`src/rtl/mdu_pkg.sv`:
```
// Shared types for the iterative multiply/divide unit: op codes, FSM states
// and the divide-op classifier.
package mdu_pkg;

   typedef enum logic [2:0] {
      OP_MULT  = 3'd0,
      OP_MULTU = 3'd1,
      OP_DIV   = 3'd2,
      OP_DIVU  = 3'd3,
      OP_MADD  = 3'd4,
      OP_MADDU = 3'd5,
      OP_MSUB  = 3'd6,
      OP_MSUBU = 3'd7
   } op_t;

   typedef enum logic [1:0] {
      IDLE = 2'd0,
      MUL  = 2'd1,
      DIV  = 2'd2,
      FIX  = 2'd3
   } state_t;

   function automatic logic is_div(input logic [2:0] op);
      return (op == OP_DIV) || (op == OP_DIVU);
   endfunction

endpackage

```
`src/rtl/mdu_divider.sv`:
```
// Restoring radix-2 divider on operand magnitudes: one quotient bit per
// enabled cycle, last_o flags the final iteration.
module mdu_divider #(
   parameter int WIDTH = 32
) (
   input  logic             clk,
   input  logic             rst_n,
   input  logic             load_i,
   input  logic             en_i,
   input  logic [WIDTH-1:0] dividend_i,
   input  logic [WIDTH-1:0] divisor_i,
   output logic             last_o,
   output logic [WIDTH-1:0] quo_o,
   output logic [WIDTH-1:0] rem_o
);
   localparam int CW = $clog2(WIDTH);

   logic [WIDTH-1:0] rem_q, rem_d, quo_q, quo_d, dsr_q, diff;
   logic [WIDTH:0]   shifted;
   logic [CW-1:0]    cnt_q;
   logic             ge;

   // quo_q doubles as the dividend shift register; its MSB feeds the remainder
   assign shifted = {rem_q, quo_q[WIDTH-1]};
   assign ge      = shifted >= {1'b0, dsr_q};
   assign diff    = shifted[WIDTH-1:0] - dsr_q;

   always_comb begin
      rem_d = shifted[WIDTH-1:0];
      quo_d = {quo_q[WIDTH-2:0], 1'b0};
      if (ge) begin
         rem_d = diff;
         quo_d = {quo_q[WIDTH-2:0], 1'b1};
      end
   end

   always_ff @(posedge clk or negedge rst_n) begin
      if (!rst_n) begin
         rem_q <= '0;
         quo_q <= '0;
         dsr_q <= '0;
         cnt_q <= '0;
      end else if (load_i) begin
         rem_q <= '0;
         quo_q <= dividend_i;
         dsr_q <= divisor_i;
         cnt_q <= '0;
      end else if (en_i) begin
         rem_q <= rem_d;
         quo_q <= quo_d;
         cnt_q <= cnt_q + 1'b1;
      end
   end

   assign last_o = en_i && (cnt_q == CW'(WIDTH - 1));
   assign quo_o  = quo_q;
   assign rem_o  = rem_q;

endmodule

```
`src/rtl/mult_div_unit.sv`:
```
// Iterative MIPS multiply/divide unit owning HI/LO; shift-add multiply here,
// restoring divide in mdu_divider. MULT_ACCUM_EN enables MADD/MSUB ops 4-7.
module mult_div_unit
   import mdu_pkg::*;
#(
   parameter int WIDTH      = 32,
   parameter int MUL_CYCLES = WIDTH
) (
   input  logic             clk,
   input  logic             reset,
   input  logic             start,
   input  logic [2:0]       op,
   input  logic [WIDTH-1:0] a,
   input  logic [WIDTH-1:0] b,
   input  logic             hi_we,
   input  logic             lo_we,
   input  logic [WIDTH-1:0] wdata,
   output logic             busy,
   output logic             done,
   output logic             div_by_zero,
   output logic [WIDTH-1:0] hi,
   output logic [WIDTH-1:0] lo
);
   localparam int BPC = WIDTH / MUL_CYCLES;
   localparam int CW  = $clog2(WIDTH);

   state_t             state_q, state_d;
   logic [2:0]         op_q;
   logic               neg_q, neg_rem_q, bz_q;
   logic [WIDTH-1:0]   a_q, mcand_q, hi_q, hi_d, lo_q, lo_d;
   logic [2*WIDTH-1:0] prod_q, prod_step, prod_fix;
   logic [CW-1:0]      mcnt_q;
   logic               done_q, done_d, dz_q, dz_d;
   logic               accept, op_signed, op_is_mul, div_last;
   logic [WIDTH-1:0]   a_mag, b_mag, quo, rem, quo_fix, rem_fix;
   logic [WIDTH:0]     sum;

   assign op_signed = ~op[0];
   assign a_mag     = (op_signed && a[WIDTH-1]) ? -a : a;
   assign b_mag     = (op_signed && b[WIDTH-1]) ? -b : b;

`ifdef MULT_ACCUM_EN
   assign op_is_mul = !is_div(op);
`else
   assign op_is_mul = (op == OP_MULT) || (op == OP_MULTU);
`endif

   always_comb begin
      state_d = state_q;
      accept  = 1'b0;
      case (state_q)
         IDLE: if (start) begin
            accept = 1'b1;
            if (is_div(op))     state_d = DIV;
            else if (op_is_mul) state_d = MUL;
         end
         MUL:     if (mcnt_q == CW'(MUL_CYCLES - 1)) state_d = FIX;
         DIV:     if (div_last) state_d = FIX;
         FIX:     state_d = IDLE;
         default: state_d = IDLE;
      endcase
   end

   // Multiplier sits in prod_q's low half and shifts out as product bits shift in
   always_comb begin
      prod_step = prod_q;
      sum       = '0;
      for (int i = 0; i < BPC; i++) begin
         sum       = {1'b0, prod_step[2*WIDTH-1:WIDTH]} + (prod_step[0] ? {1'b0, mcand_q} : '0);
         prod_step = {sum, prod_step[WIDTH-1:1]};
      end
   end

   assign prod_fix = neg_q     ? -prod_q : prod_q;
   assign quo_fix  = neg_q     ? -quo    : quo;
   assign rem_fix  = neg_rem_q ? -rem    : rem;

   always_comb begin
      hi_d   = hi_q;
      lo_d   = lo_q;
      dz_d   = dz_q;
      done_d = 1'b0;
      if (state_q == IDLE) begin
         if (hi_we)  hi_d = wdata;
         if (lo_we)  lo_d = wdata;
         if (accept) dz_d = 1'b0;
      end else if (state_q == FIX) begin
         done_d = 1'b1;
         if (is_div(op_q)) begin
            if (bz_q) begin
               hi_d = a_q;
               lo_d = '1;
               dz_d = 1'b1;
            end else begin
               hi_d = rem_fix;
               lo_d = quo_fix;
            end
         end else begin
`ifdef MULT_ACCUM_EN
            if (op_q[2])
               {hi_d, lo_d} = op_q[1] ? ({hi_q, lo_q} - prod_fix) : ({hi_q, lo_q} + prod_fix);
            else
               {hi_d, lo_d} = prod_fix;
`else
            {hi_d, lo_d} = prod_fix;
`endif
         end
      end
   end

   always_ff @(posedge clk or negedge reset) begin
      if (!reset) begin
         state_q   <= IDLE;
         hi_q      <= '0;
         lo_q      <= '0;
         done_q    <= 1'b0;
         dz_q      <= 1'b0;
         op_q      <= '0;
         a_q       <= '0;
         bz_q      <= 1'b0;
         neg_q     <= 1'b0;
         neg_rem_q <= 1'b0;
         mcand_q   <= '0;
         prod_q    <= '0;
         mcnt_q    <= '0;
      end else begin
         state_q <= state_d;
         hi_q    <= hi_d;
         lo_q    <= lo_d;
         done_q  <= done_d;
         dz_q    <= dz_d;
         if (accept) begin
            op_q      <= op;
            a_q       <= a;
            bz_q      <= (b == '0);
            neg_q     <= op_signed & (a[WIDTH-1] ^ b[WIDTH-1]);
            neg_rem_q <= op_signed & a[WIDTH-1];
            mcand_q   <= a_mag;
            prod_q    <= {{WIDTH{1'b0}}, b_mag};
            mcnt_q    <= '0;
         end else if (state_q == MUL) begin
            prod_q <= prod_step;
            mcnt_q <= mcnt_q + 1'b1;
         end
      end
   end

   mdu_divider #(.WIDTH(WIDTH)) u_div (
      .clk       (clk),
      .rst_n     (reset),
      .load_i    (accept && is_div(op)),
      .en_i      (state_q == DIV),
      .dividend_i(a_mag),
      .divisor_i (b_mag),
      .last_o    (div_last),
      .quo_o     (quo),
      .rem_o     (rem)
   );

   assign busy        = (state_q != IDLE);
   assign done        = done_q;
   assign div_by_zero = dz_q;
   assign hi          = hi_q;
   assign lo          = lo_q;

endmodule

```
`config.mk`:
```
export PLATFORM = sky130hd
export DESIGN_NAME = mult_div_unit
export DESIGN_NICKNAME = d
export VERILOG_FILES = /design/src/rtl/mdu_pkg.sv /design/src/rtl/mdu_divider.sv /design/src/rtl/mult_div_unit.sv
export SDC_FILE = /design/constraint.sdc
export NUM_CORES = 1
export LEC_CHECK = 0
export ABC_AREA = 1
export BUFFER_PORTS_ARGS = -buffer_cell sky130_fd_sc_hd__buf_2
export CORE_ASPECT_RATIO = 0.75
export CORE_MARGIN = 4
export CORE_UTILIZATION = 40
export CTS_BUF_LIST = sky130_fd_sc_hd__clkbuf_4
export DETAILED_ROUTE_END_ITERATION = 8
export SYNTH_ARGS = -nofsm -noshare
export SYNTH_HDL_FRONTEND = slang
export SYNTH_HIERARCHICAL = 1
export SYNTH_SLANG_ARGS = --single-unit
```
`constraint.sdc`:
```
create_clock -name clk -period 3.06 [get_ports clk]
set_clock_uncertainty 0.2 [all_clocks]
set_input_delay 0.306 -clock clk [delete_from_list [all_inputs] [get_ports clk]]
set_output_delay 0.306 -clock clk [all_outputs]
set_load 0.005 [all_outputs]
```
-- After elaboration in Yosys (flattened, before gate mapping)
Cells that the tools add are included.
- register bits after elaboration: 308
- word-level logic and storage cells: 111
- output and inout port bits: 67
- input bits: 104
- bitwise logic cells: 4
- equal/unequal tests: 17
- reduce and logical (&&, ||, !) cells: 20
- add/sub/neg operators: 9
- magnitude comparators: 1
- muxes and demuxes: 43
- operators with widths (kind ; count):
    2-to-1 mux 32 bit ; 20
    2-to-1 mux 64 bit ; 3
    negation 32 bit ; 4
    negation 64 bit ; 1
    adder 32 x 32 -> 33 bit ; 1
    >= comparator 33 x 32 -> 1 bit ; 1
    logical NOT 32 bit ; 1
    subtractor 32 bit ; 1
    2-to-1 mux 5 bit ; 4
    equality test 3 x 2 -> 1 bit, second input constant ; 4
    != test 2 bit, second input constant ; 6
    nonzero test 2 bit ; 6
    adder 5 x 1 -> 5 bit, second input constant ; 2
    equality test 5 bit, second input constant ; 2
    2-to-1 mux 1 bit ; 10
    2-to-1 mux 2 bit ; 5
    case mux 2 bit (4 select lines) ; 1
    AND reduction 4 bit ; 2
    equality test 2 bit, second input constant ; 2
    logical AND 1 bit ; 4
    AND reduction 2 bit ; 2
    equality test 3 x 1 -> 1 bit, second input constant ; 1
    logical NOT 3 bit ; 1
    logical OR 1 bit ; 3
    other kinds (6) ; 7

-- Depth between registers and ports, before layout
Gate-level depths: netlist (run 1).
- depth in word-level cells: 6
- mapped depth: 17
- mapped depth without buffers: 16

-- Hierarchy
Netlist (run 1), hierarchy kept.
- by module, submodules not included (module ; area an instance (um^2) ; cells an instance ; instances ; sequential area each (um^2)):
    mult_div_unit ; 17453.0 ; 2807 ; 1 ; 5129.9
    mdu_divider ; 6885.4 ; 1011 ; 1 ; 2527.4

-- Least setup slack after synthesis (run 1)
OpenSTA, ideal clock, no wires.
- path type: register to register
- from: register state_q[0]
- to: register u_div.rem_q[29], in the netlist u_div/rem_o[29]
- stages on the path, launching flop included: 16
- slack: 0.238 ns
- data required time: 2.794 ns
- arrival: 2.556 ns
- path buffers: 6
- setup time: 0.066 ns
- clock period less this slack: 2.822 ns
- cells stage by stage: dfrtp_1 > inv_1 > ha_1 > buf_2 > nand2_2 > clkbuf_1 > clkbuf_1 > nor2_1 > clkbuf_1 > nor2_1 > clkbuf_1 > buf_1 > nand2_1 > nand2_1 > nand2_1 > nand2_1
- cells in the longest elaborated chain, start to end: 4
- elaborated cells between the ends (all ways): 6
- those cells by class: eq/ne: 1; mux: 2; reduce/logical: 3
- RTL lines (element ; RTL line ; source):
    start, declared ; mult_div_unit.sv:27 ; state_t state_q, state_d;
    start signal, assigned ; mult_div_unit.sv:127 ; state_q <= state_d;
    logical NOT 2 bit ; mult_div_unit.sv:51 ; case (state_q)
    2-to-1 mux 1 bit ; mult_div_unit.sv:51 ;
    logical AND 1 bit ; mult_div_unit.sv:151 ; .load_i (accept && is_div(op)),
    2-to-1 mux 32 bit or nonzero test 2 bit (tied branches) ; -- ;
    end signal, assigned ; mdu_divider.sv:49 ; rem_q <= rem_d;
    end, declared ; mdu_divider.sv:18 ; logic [WIDTH-1:0] rem_q, rem_d, quo_q, quo_d, dsr_q, diff;
Several ways; a longest one is shown, not always the timed one.
A chain may end at the register's enable or synchronous reset.

-- Worst setup path in the final report (run 1)
- from: register prod_q[0]
- to: register prod_q[40]
- cells in the longest elaborated chain, start to end: 4
- RTL lines (element ; RTL line ; source):
    start, declared ; mult_div_unit.sv:31 ; logic [2*WIDTH-1:0] prod_q, prod_step, prod_fix;
    start signal, assigned ; mult_div_unit.sv:139 ; prod_q <= {{WIDTH{1'b0}}, b_mag};
    start signal, assigned ; mult_div_unit.sv:142 ; prod_q <= prod_step;
    2-to-1 mux 32 bit ; mult_div_unit.sv:69 ; sum = {1'b0, prod_step[2*WIDTH-1:WIDTH]} + (prod_step[0] ? {1'b0, mcand_q} : '0);
    adder 32 x 32 -> 33 bit ; mult_div_unit.sv:69 ;
    2-to-1 mux 64 bit ; mult_div_unit.sv:141 ; end else if (state_q == MUL) begin
    2-to-1 mux 64 bit ; mult_div_unit.sv:132 ; if (accept) begin
Every way passes these cells. The select of a mux whose other input is x is not followed.

==> results of run 1 <==
[cell type report]
class | count | area [um2] | area share (%)
Inverter | 470 | 1770 | 6.12
Antenna cell | 2 | 5.00 | 0.0174
Timing Repair Buffer | 378 | 2890 | 10.0
Multi-Input combinational cell | 2913 | 14400 | 49.8
Clock inverter | 23 | 176 | 0.612
Sequential cell | 306 | 7660 | 26.6
Tap cell | 800 | 1000 | 3.47
Clock buffer | 129 | 968 | 3.36
[worst max-delay path by stage]
stage	cells after the start	start	slack [ns]	to
3_3_place_gp	16	u_div/rem_o[7]	0.31	u_div/rem_o[30]
4_1_cts	13	prod_q[0]	0.09	hi[1]
2_1_floorplan	15	state_q[0]	0.24	u_div/rem_o[29]
3_5_place_dp	15	u_div/rem_o[7]	0.28	u_div/rem_o[2]
6_report	12	prod_q[0]	0.1	prod_q[40]
5_1_grt	16	b[0]	-0.005	u_div/dsr_q[29]
[registers in the layout, summed over array words and instances, names as in the netlist]
name	cells
u_div/rem_o	32
op_q	2
u_div/quo_o	32
div_by_zero	1
a_q	32
state_q	2
lo	32
done	1
prod_q	64
neg_rem_q	1
neg_q	1
u_div/cnt_q	5
u_div/dsr_q	32
mcand_q	31
bz_q	1
mcnt_q	5
hi	32
[synth_stat cells (53+ instances only)]
master    count
inv_1       446
xor2_1       67
dfrtp_1     306
ha_1         77
nand4_1      54
clkbuf_1     66
nand3_1     278
o21ai_0     202
nor2_1      443
o21ai_1      53
a21oi_1     190
nand2_1    1223
[worst max-delay path, delay by kind of cell (launching register included)]
kind | cells | cell delay (ns)
AOI/OAI and AO/OA | 4 | 1.08
adders and majority gates | 1 | 0.34
DFF | 1 | 0.43
and+or+nand+nor | 4 | 0.37
buffers and inverters | 3 | 0.35
[cell families (layout without fill, tap and decap cells)]
family / Yosys count / count (layout)
simple gates: 2155 / 2155
buf+inv: 599 / 1000
flops: 306 / 306
xor+xnor: 92 / 92
fa+ha+maj: 79 / 79
other cells: 0 / 2
compound gates: 587 / 587
[power by group through the flow]
stage	Combinational, mW	Clock, mW	Sequential [mW]
2_1_floorplan	14.8	0	7.14
5_1_grt	24.8	4.39	8.18
4_1_cts	22.1	4.19	7.90
3_3_place_gp	21.8	0	7.95
6_report	22.6	4.11	8.04
3_5_place_dp	21.8	0	7.96
[repair_timing]
action | 4_1_cts | 5_1_grt
gates resized for setup | 0 | 2
hold buffers | 130 | 0
setup endpoints to repair | 0 | 4
endpoints found under the hold margin | 537 | 0
setup buffers | 0 | 5
[per-stage QoR]
stage / hold WS, ns / instance area [um2] / power [mW]
floorplan: -0.190 / 24300 / 21.9
global placement: 0.172 / 26300 / 29.8
detailed placement: 0.175 / 26300 / 29.8
CTS: 0.0429 / 28800 / 34.2
global route: 0.0990 / 28800 / 37.4
finish: 0.107 / 28800 / 34.8
[per-layer routing]
| layer | share of wire, % | wire [um] | vias up | global-route usage [%] |
|---|---|---|---|---|
| li1 | - | - | 13000 | - |
| met1 | 47 | 49400 | 12800 | 49.1 |
| met2 | 38 | 39900 | 1456 | 41.6 |
| met3 | 12 | 13000 | 139 | 8.84 |
| met4 | 2.0 | 2110 | 0 | 7.21 |
| met5 | 0 | 0 | - | 0 |
==> results.toml, run 1 <==
[status]
status = "complete, no violations"

[global_routing]
grt_pass1_wl_um = 156000
grt_pass1_vias = 25200
grt_max_degree = 94
overflow = 0
antenna_found_initial = 2
grt_use_total_pct = 31.3

[critical_path]
worst_path_most_repeated_cell = "nand2_1"
required_ns = 3.55
crit_slowest_cell = "dfrtp_1"
crit_chain = "buf_12 > nand2_1 > inv_1 > ha_1 > a21oi_1 > nand2_1 > a21boi_1 > inv_1 > nand2_1 > nand2_1 > o21ai_0 > o21ai_1"
rr_worst_depth = 12
end_kind = "flip-flop"
critPathMaxFanout = 31
worstSetupPathType = "flip-flop to flip-flop"
r2r_end = "prod_q[40]"
cp-start-kind = "flip-flop"
r2r_slack_ns = 0.1
crit_path_max_incr_delay_ns = 0.43
rr_startpoint = "prod_q[0]"
arrival_ns = 3.45

[logic_synthesis]
synth_seq_area_share_pct = 31.5
synth_xor_area_share_pct = 3.34
synthMuxAreaShare_pct = 0
async_reset_ff_share_pct = 100
synth.largest_area_cell = "dfrtp_1"
synth_fa_ha_area_share_pct = 4.12
ys_ff_latch = 306
synth.yosys.warnings = 6
syn_area_um2 = 24300
synth_top_family_by_area = "simple AND/OR/NAND/NOR gates"
synth_compound_gate_area_share_pct = 13.9
synth_top_cell_area_share_pct = 31.5
synth_edf_count = 0
synth_area_per_cell_um2 = 6.37
yosys.area_share.simple_pct = 37.5
synthesis.nets = 4001
synthTopCellsByArea = "dfrtp_1 31%, nand2_1 19%, inv_1 6.9%"
ys_types = 61
synthFlopType = "dfrtp_1"
synth_cells = 3818

[timing]
fin_tns_setup_ns = 0
fin_crit_ns = 2.96
slew_violations = 0
setup_violations = 0
max_freq_mhz = 338
tightest_slew_ns = 0.913
fin_crit_sh_pct = 96.8
rsz0062_at_grt = "yes"
hold_viol = 0
slew_headroom_pct = 39.1
layout_setup_ws_ns = 0.0991

[route]
num_vias = 27400
drtIter0Drc = 3474
via_per_inst = 5.46
detail_route.wl_per_cell_um = 20.8
firstDrtPassIters = 5
totalWireLength_um = 104000
drc = 0
antenna_left = 0

[power]
clockPowerShare_pct = 11.8
max-vdd-ir-drop_mv = 0.469
comb_power_share_pct = 65.1
p_leak_nw = 14.8
switchingPower_mw = 19.5
seq_power_share_pct = 23.1
internal-power_mw = 15.3
swShare_pct = 56.1
powerDensity_nw_per_um2 = 1210

[layout]
final_common_cell = "nand2_1"
final_util_pct = 47.8
fillers = 6360
final_layout_size_suffix_gt1_share_pct = 12.4
final_cells = 5021
layout_common_cells = "1223 x nand2_1, 444 x inv_1, 439 x nor2_1"
syn2layout_area_growth_pct = 18.4
finalNetCount = 4340

[floorplanning]
die_h_um = 222
die_area_um2 = 64900
initial_core_util_pct = 40.4
io_pins = 171
core_um2 = 60300
die_x_um = 293
fp-row-count = 78

[min_path]
hp-class = "input port to flip-flop"
min_path_cells = 4
min_from = "op[1]"
min_to = "op_q[1]"

[clocking]
clockBufferDepth = 3
root_buffer = "clkbuf_4"
insertion_delay_ns = 0.88
cts.sinks = 306
numCtsBuffers = 88
cts_max_level = 3
cts_tree = "yes"
clk_pin_slew_ns = 0.08

[placed_design]
post-dp-hpwl_um = 82300
numPortBuffers = 170
place_congestion = 1.01
dp_cells = 4732
place_ws_ns = 0.283

[run]
cap_violations = 0
Note: power is estimated with default switching activity, not from simulation.
==> run 2: changes to the inputs <==
--- a/config.mk
+++ b/config.mk
@@ -12,7 +12,7 @@
 export CORE_UTILIZATION = 40
 export CTS_BUF_LIST = sky130_fd_sc_hd__clkbuf_4
 export DETAILED_ROUTE_END_ITERATION = 8
+export SLEW_MARGIN = 20
 export SYNTH_ARGS = -nofsm -noshare
 export SYNTH_HDL_FRONTEND = slang
-export SYNTH_HIERARCHICAL = 1
 export SYNTH_SLANG_ARGS = --single-unit
==> results.toml, run 2 <==
[status]
status = "complete, but fails checks"
violations = "negative setup slack"

[logic_synthesis]
synth_edf_count = 0
synth.yosys.warnings = 0
yosys-top-cells-count = "1109 x nand2_1, 479 x nor2_1, 381 x inv_1, 306 x dfrtp_1, 298 x nand3_1"
async_reset_ff_share_pct = 100
synth_cells = 3685
synthTopCellsByArea = "dfrtp_1 32%, nand2_1 18%, nor2_1 7.6%"
ys_types = 55
synth.largest_area_cell = "dfrtp_1"
synthesis.nets = 3868
syn_area_um2 = 23600
synth_top_cell_area_share_pct = 32.5
ys_ff_latch = 306
synth_most_common_cell = "nand2_1"
synthFlopType = "dfrtp_1"
synth_seq_area_share_pct = 32.5
synth_area_per_cell_um2 = 6.39

[floorplanning]
core_um2 = 57800
io_pins = 171
die_area_um2 = 62900
die_x_um = 288
die_h_um = 218
fp-row-count = 76
initial_core_util_pct = 40.8

[route]
totalWireLength_um = 114000
detail_route.wl_per_cell_um = 23.0
firstDrtPassIters = 7
drtIter0Drc = 3539
drc = 0
via_per_inst = 5.65
num_vias = 27900
antenna_left = 0

[power]
max-vdd-ir-drop_mv = 0.640
internal-power_mw = 13.8
comb_power_share_pct = 62.8
switchingPower_mw = 17.2
power_mw = 31.0
seq_power_share_pct = 24.6
clockPowerShare_pct = 12.6
p_leak_nw = 14.7
powerDensity_nw_per_um2 = 1080
swShare_pct = 55.5

[layout]
fillers = 6101
regMostFlops = "prod_q"
syn2layout_area_growth_pct = 21.8
final_layout_size_suffix_gt1_share_pct = 11.9
finalNetCount = 4276
layout_common_cells = "1105 x nand2_1, 470 x nor2_1, 376 x inv_1"
final_common_cell = "nand2_1"
fin_area_um2 = 28700
largest_reg_flops = 64

[global_routing]
grtUsageMet2_pct = 48.0
overflow = 0
grtUsageMet1_pct = 53.4
grt_use_total_pct = 35.4
grt_pass1_wl_um = 166000
grt_pass1_vias = 25700
grt_max_degree = 90
antenna_found_initial = 5
top_usage_layer = "met1"
use_met3_pct = 12.7

[timing]
setup_violations = 1
fin_tns_setup_ns = -0.100
finalHoldWorstSlack_ns = 0.130
hold_viol = 0
max_freq_mhz = 316
slew_headroom_pct = 34.5
fin_crit_sh_pct = 103
slew_violations = 0
layout_setup_ws_ns = -0.100
rsz0062_at_grt = "yes"
fin_crit_ns = 3.16
tightest_slew_ns = 0.980

[placed_design]
place_congestion = 1.07
post-dp-hpwl_um = 89000
numPortBuffers = 170
place_ws_ns = 0.222
post_dp_cell_area_um2 = 25800

[clocking]
numCtsBuffers = 83
cts_max_level = 3
clockBufferDepth = 3
root_buffer = "clkbuf_4"
cts.sinks = 306
insertion_delay_ns = 0.84
clk_pin_slew_ns = 0.07
cts_tree = "yes"

[critical_path]
cp-start-kind = "input port"
end_kind = "flip-flop"
crit_chain = "dlygate4sd3_1 > buf_2 > inv_1 > buf_4 > nand3_1 > nor3_1 > nand4_1 > nor2_4 > nand3_1 > nand2_2 > nand2_1 > dlygate4sd3_1 > nand2_1 > nand3_1 > dlygate4sd3_1 > nand2_1"
critPathMaxFanout = 7
crit_path_max_incr_delay_ns = 0.58
path_delay_family = "buffers and inverters"
critPathBufInv = 6
crit_slowest_cell = "dlygate4sd3_1"
required_ns = 3.64
worstSetupPathType = "input port to flip-flop"
arrival_ns = 3.74

[run]
cap_violations = 0

[min_path]
hp-class = "input port to flip-flop"
run 2: changes by cell type after synthesis, moves of 20 or more:
cell / previous run / this run
nor2_1: 443 / 479
o21ai_0: 202 / 251
nand3_1: 278 / 298
nand2_1: 1223 / 1109
o22ai_1: 9 / 40
o21ai_1: 53 / 24
a21oi_1: 190 / 225
inv_1: 446 / 381
run 2: final timing paths:
kind	cells past startpoint	slack, ns	endpoint	from
setup / recovery	16	-0.10	mcand_q[25]	a[0]
hold / removal	4	0.13	lo[10]	wdata[10]
setup reg to reg	13	0.03	lo[19]	u_div.quo_o[0]
hold reg to reg	2	0.29	lo[18]	lo[18]
max in group asynchronous	4	1.68	hi[28]	reset
min in group asynchronous	4	0.45	u_div.dsr_q[7]	reset
run 2: layout make-up:
type                    count  area, um2  area share (%)
clock buffers             123        923            3.22
inverters                 390       1470            5.13
multi-input cells        2858      13900            48.6
diodes                      4       10.0          0.0349
well taps                 780        976            3.40
clock inverters            22        130           0.453
flip-flops and latches    306       7660            26.7
repair buffers            454       3580            12.5
run 2: power by group through the flow:
| stage | combinational, mW | sequential, mW | clock (mW) |
|---|---|---|---|
| after CTS | 18.8 | 7.49 | 3.95 |
| final | 19.4 | 7.62 | 3.90 |
| after global routing | 20.9 | 7.74 | 4.17 |
| after global placement | 18.2 | 7.56 | 0 |
| after floorplan | 11.2 | 6.80 | 0 |
| after detailed placement | 18.2 | 7.54 | 0 |
run 2: per-stage QoR:
stage | instances | util (%)
after floorplan | 3685 | -
after global placement | 4607 | 44.6
after detailed placement | 4607 | 44.6
after CTS | 4930 | 49.5
after global routing | 4935 | 49.6
final | 4937 | 49.6
run 2: worst register-to-register path, cell delays in order, from the launching register on:
cell and delay [ns]:
dfrtp_1 0.45, inv_1 0.28, nand3_1 0.17, nor2_1 0.26, nand2_1 0.18, o21ai_0 0.27, nor2_1 0.06, o21ai_0 0.16
nand2_1 0.13, nand2_1 0.09, nand2_1 0.06, nand2_1 0.05, dlygate4sd3_1 0.54, nand2_1 0.05
run 2: repair_timing:
item,4_1_cts,5_1_grt
endpoints found under the hold margin,552,0
setup buffers,0,5
resized for setup,0,18
setup endpoints to repair,0,27
hold buffers,178,0
run 2: per-layer routing:
layer | part of all wire [%] | wire length [um]
met1 | 46 | 51800
met2 | 39 | 44200
met3 | 13 | 14900
met4 | 2.4 | 2670
met5 | 0.011 | 13
run 2: cell families after synthesis:
logic type | after synthesis | share of synthesized area (%)
AO/OA/AOI/OAI | 655 | 15.7
XOR/XNOR | 78 | 2.90
adder cells (fa/ha/maj) | 79 | 4.26
buffers and inverters | 521 | 8.68
flip-flops | 306 | 32.5
AND/OR/NAND/NOR | 2046 | 36.0
